`src/rtl/hms_timekeeper.sv`:
```
// Cascaded hours:minutes:seconds timekeeper with a built-in prescaler,
// up/down counting, range-checked atomic load and per-field wrap pulses.
module hms_timekeeper #(
  parameter int TICK_DIV  = 1,
  parameter int HOURS_MOD = 24
) (
  input  logic       clk,
  input  logic       reset,
  input  logic       enable,
  input  logic       count_down,
  input  logic       load,
  input  logic [4:0] load_hh,
  input  logic [5:0] load_mm,
  input  logic [5:0] load_ss,
  output logic [4:0] hours,
  output logic [5:0] minutes,
  output logic [5:0] seconds,
  output logic       sec_tick,
  output logic       min_rollover,
  output logic       hour_rollover,
  output logic       day_rollover,
  output logic       load_err
);

  localparam int            PW        = (TICK_DIV > 1) ? $clog2(TICK_DIV) : 1;
  localparam logic [PW-1:0] PRE_LAST  = PW'(TICK_DIV - 1);
  localparam logic [4:0]    HOUR_LAST = 5'(HOURS_MOD - 1);

  logic [PW-1:0] pre_r;
  logic          tick_s;
  logic          load_ok_s;
  logic          sec_wrap_s;
  logic          min_wrap_s;
  logic          hour_wrap_s;
  logic [4:0]    hours_nxt_s;
  logic [5:0]    minutes_nxt_s;
  logic [5:0]    seconds_nxt_s;

  // Tick decode and load range check
  always_comb begin
    tick_s    = enable && (pre_r == PRE_LAST);
    load_ok_s = (load_ss <= 6'd59) && (load_mm <= 6'd59) && (load_hh <= HOUR_LAST);
  end

  // Next field values for one tick; each field moves only when the lower one wraps
  always_comb begin
    sec_wrap_s    = 1'b0;
    min_wrap_s    = 1'b0;
    hour_wrap_s   = 1'b0;
    hours_nxt_s   = hours;
    minutes_nxt_s = minutes;
    seconds_nxt_s = seconds;
    if (count_down) begin
      sec_wrap_s    = (seconds == 6'd0);
      min_wrap_s    = sec_wrap_s && (minutes == 6'd0);
      hour_wrap_s   = min_wrap_s && (hours == 5'd0);
      seconds_nxt_s = sec_wrap_s ? 6'd59 : (seconds - 6'd1);
      if (sec_wrap_s) begin
        minutes_nxt_s = min_wrap_s ? 6'd59 : (minutes - 6'd1);
      end else begin
        minutes_nxt_s = minutes;
      end
      if (min_wrap_s) begin
        hours_nxt_s = hour_wrap_s ? HOUR_LAST : (hours - 5'd1);
      end else begin
        hours_nxt_s = hours;
      end
    end else begin
      sec_wrap_s    = (seconds == 6'd59);
      min_wrap_s    = sec_wrap_s && (minutes == 6'd59);
      hour_wrap_s   = min_wrap_s && (hours == HOUR_LAST);
      seconds_nxt_s = sec_wrap_s ? 6'd0 : (seconds + 6'd1);
      if (sec_wrap_s) begin
        minutes_nxt_s = min_wrap_s ? 6'd0 : (minutes + 6'd1);
      end else begin
        minutes_nxt_s = minutes;
      end
      if (min_wrap_s) begin
        hours_nxt_s = hour_wrap_s ? 5'd0 : (hours + 5'd1);
      end else begin
        hours_nxt_s = hours;
      end
    end
  end

  // State and pulse registers: reset > load > tick > prescale > hold
  always_ff @(posedge clk) begin
    if (reset) begin
      pre_r         <= '0;
      hours         <= 5'd0;
      minutes       <= 6'd0;
      seconds       <= 6'd0;
      sec_tick      <= 1'b0;
      min_rollover  <= 1'b0;
      hour_rollover <= 1'b0;
      day_rollover  <= 1'b0;
      load_err      <= 1'b0;
    end else begin
      sec_tick      <= 1'b0;
      min_rollover  <= 1'b0;
      hour_rollover <= 1'b0;
      day_rollover  <= 1'b0;
      load_err      <= 1'b0;
      if (load) begin
        // A rejected load still restarts the second period
        pre_r <= '0;
        if (load_ok_s) begin
          hours   <= load_hh;
          minutes <= load_mm;
          seconds <= load_ss;
        end else begin
          load_err <= 1'b1;
        end
      end else if (tick_s) begin
        pre_r         <= '0;
        hours         <= hours_nxt_s;
        minutes       <= minutes_nxt_s;
        seconds       <= seconds_nxt_s;
        sec_tick      <= 1'b1;
        min_rollover  <= sec_wrap_s;
        hour_rollover <= min_wrap_s;
        day_rollover  <= hour_wrap_s;
      end else if (enable) begin
        pre_r <= pre_r + PW'(1);
      end else begin
        pre_r <= pre_r;
      end
    end
  end

endmodule
```
`config.mk`:
```
export PLATFORM = sky130hd
export DESIGN_NAME = hms_timekeeper
export DESIGN_NICKNAME = d
export VERILOG_FILES = /design/src/rtl/hms_timekeeper.sv
export SDC_FILE = /design/constraint.sdc
export NUM_CORES = 1
export LEC_CHECK = 0
export ABC_AREA = 1
export CAP_MARGIN = 40
export CORE_ASPECT_RATIO = 0.5
export CORE_MARGIN = 2
export CORE_UTILIZATION = 40
export DETAILED_ROUTE_END_ITERATION = 10
export PLACE_DENSITY = 0.75
export SETUP_SLACK_MARGIN = 0.05
export SYNTH_ARGS = -nofsm -noshare
export SYNTH_HDL_FRONTEND = slang
export SYNTH_SLANG_ARGS = --single-unit
```
`constraint.sdc`:
```
create_clock -name clk -period 3.97 [get_ports clk]
set_input_delay 0.397 -clock clk [delete_from_list [all_inputs] [get_ports clk]]
set_output_delay 0.397 -clock clk [all_outputs]
set_load 0.005 [all_outputs]
```
==> run_results.csv <==
group,metric,value,unit
global_route,grt_max_degree,21,
worst_setup_path,cp-start-kind,"primary input",
cts,postCtsSetupRepairBufs,0,
finish,fin_area,2460,µm²
route,drc,0,
logic_synthesis,avgSynthCellArea,6.45,µm²
die,num_rows,17,
place,preCtsSetupSlack,1550,ps
logic_synthesis,synth_compound_area_share,11.5,%
logic_synthesis,async_flop_share,0,%
cts,cts_resized,0,
timing,finalHoldViolations,0,
worst_setup_path,critPathArrivalTime,2380,ps
logic_synthesis,yosysTopAreaCellShare,23.5,%
power_and_ir_drop,cellLeakagePower,1.10,nW
timing,hold_ws,452,ps
die,core,4550,µm²
timing,fin_crit_sh,54.5,%
die,initial_utilization,43.1,%
cts,clock_path_buffers,2,
logic_synthesis,yosysMostFrequentCell,"nand2_1",
logic_synthesis,syn_inst,304,
route,num_vias,2091,
finish,fin_cells,409,
global_route,antenna_found_initial,0,
route,detail-route-antenna-nets,0,
timing,max_freq,462,MHz
die,dieArea,5510,µm²
logic_synthesis,synth_nets,332,
logic_synthesis,synthMuxAreaShare,0.510,%
global_route,grt_usage,20.3,%
outcome,status,"finished, final reports clean",
place,dp.cells,405,
power_and_ir_drop,p_per_area,296,nW/µm²
worst_setup_path,critPathMaxFanout,20,
route,drt_iter0_drc,153,
global_route,first_global_vias,1833,
place,placed_area,2410,µm²
worst_setup_path,cpPeakStageDelay,450,ps
finish,drive_above_1_share,11.1,%
power_and_ir_drop,ir_drop,0.164,mV
timing,fin_setup_tns,0,ps
timing,grt_setup_unrepaired,"false",
logic_synthesis,netlist_area,1960,µm²
die,fp.dieW,103,µm
logic_synthesis,synth-xor-area-share,4.02,%
logic_synthesis,synth-edff-count,0,
flow_run,cap_violations,0,
worst_setup_path,cp_common_cell,"nand2_1",
timing,slew_headroom,68.6,%
route,wl_per_cell,13.1,µm
logic_synthesis,ys_seq_area_share,23.5,%
timing,worst_slack,1810,ps
global_route,grt_pass1_wl,8580,µm
logic_synthesis,post_synth_fa_ha_maj_area_fraction,3.83,%
cts,cts_buffers,3,
timing,setup-violations-final,0,
timing,maxSlewViolCount,0,
finish,area_delta_synth_final,25.6,%
route,wl,5350,µm
logic_synthesis,synthTopCellsByCount,"nand2_1 (62), nor2_1 (46), nand3_1 (36), inv_1 (28), dfxtp_1 (23)",
logic_synthesis,synth_ff_type,"dfxtp_1",
cts,clkSlewWorstSetupHoldPaths,90,ps
die,die_h,53.5,µm
cts,clockRootBuffer,"clkbuf_8",
worst_setup_path,worstPathCellList,"clkdlybuf4s50_1, buf_4, inv_1, nand2_1, clkinv_1, nand2_2, nand2_4, clkinv_2, nand2_4, nand2_1, nand2_1, nor2_1",
timing,skew,3.98,ps
place,dpl.hpwl,4130,µm
worst_setup_path,cp_slowest_cell,"clkdlybuf4s50_1",
timing,tightest_slew,470,ps
place,port_buffers,43,
route,avgViaCountPerCell,5.11,
finish,fin_nets,372,
cts,cts.sink_count,23,
global_route,grt_remaining_overflow,0,
logic_synthesis,synth_top_family_by_area,"simple AND/OR/NAND/NOR gates",
cts,htreeDepth,1,
cts,hold_buffers,0,
worst_setup_path,required,4190,ps
logic_synthesis,synthDistinctLibCells,40,
timing,fin_crit,2160,ps
logic_synthesis,ys_seq_elements,23,
cts,clk_latency,280,ps
die,io_pins,44,
cts,cts_tree,"built",
worst_setup_path,timing_worst_setup_path_type,"primary input to flop",
finish,n_antenna_cell,0,
logic_synthesis,synth.area.top_cells,"dfxtp_1 (23%), nand2_1 (12%), nand3_1 (9.2%)",
place,gp_congestion,0.957,
worst_hold_path,hp-class,"flop to flop",
worst_setup_path,worst_setup_path_end_kind,"flop",
logic_synthesis,yosysTopAreaCell,"dfxtp_1",
route,drt_pass1_iterations,5,
logic_synthesis,synth-simple-area-share,46.1,%
logic_synthesis,yosysWarnings,0,
per-stage QoR:
| step | util (%) | total power, mW |
|---|---|---|
| after floorplan | - | 0.474 |
| after global placement | 53.1 | 0.567 |
| after detailed placement | 53.1 | 0.571 |
| after CTS | 54.1 | 0.725 |
| after global routing | 54.1 | 0.778 |
| final | 54.1 | 0.730 |
power breakdown:
part           internal, mW  switching, mW  leakage, nW
Combinational         0.127          0.160        0.892
Sequential            0.250         0.0344        0.189
Clock                0.0714         0.0876       0.0217
Total                 0.448          0.282         1.10
layout by cell type (no fill, tap or decap), drive strengths merged, types with 2 or more instances in the layout:
cell type | Yosys | final
ha | 6 | 6
nand4 | 8 | 8
o21ai | 17 | 17
xnor2 | 2 | 2
nand3 | 40 | 40
nor2 | 54 | 54
nor3 | 4 | 4
dfxtp | 23 | 23
or2 | 2 | 2
clkdlybuf4s50 | 0 | 43
inv | 31 | 31
clkinv | 4 | 4
a21oi | 16 | 16
o211ai | 2 | 2
clkbuf | 2 | 3
nand2 | 72 | 72
xor2 | 7 | 7
area by class of cell:
class	instances	area, µm²
Clock buffer	3	41.3
Clock inverter	1	7.51
Multi-Input combinational cell	237	1290
Tap cell	66	82.6
Inverter	35	140
Fill cell	445	2090
Sequential cell	23	460
Timing Repair Buffer	44	438
critical path, delay by kind of cell:
family | cells | cell delay (ps)
buffers and inverters | 5 | 1280
AND/OR/NAND/NOR | 7 | 700
kinds of logic after synthesis:
kind of cell / after synthesis
xor+xnor: 9
mux: 1
compound gates: 40
simple gates: 181
buf+inv: 44
fa+ha+maj: 6
flops: 23
state kept, by name, summed over array words and instances (netlist names):
register,flops
day_rollover,1
hour_rollover,1
hours,5
load_err,1
min_rollover,1
minutes,6
pre_r,1
sec_tick,1
seconds,6
routing by layer:
metal	vias to the layer above	wire length [µm]	part of all wire [%]	GRT usage (%)
met1	957	2570	48	28.8
li1	1062	-	-	-
met4	0	27	0.51	3.07
met3	2	386	7.2	3.83
met2	70	2360	44	32.6
met5	-	0	0	0
path summary, 6_finish.rpt:
kind	startpoint	endpoint	slack, ps	cells past startpoint
setup / recovery	load	hours[3]$_SDFFE_PP0P_	1810	12
hold reg to reg	pre_r$_SDFFE_PP0P_	pre_r$_SDFFE_PP0P_	450	2
hold / removal	pre_r$_SDFFE_PP0P_	pre_r$_SDFFE_PP0P_	450	2
setup reg to reg	seconds[0]$_SDFFE_PP0P_	minutes[5]$_SDFFE_PP0P_	2110	11
(Power assumes the default switching activity.)
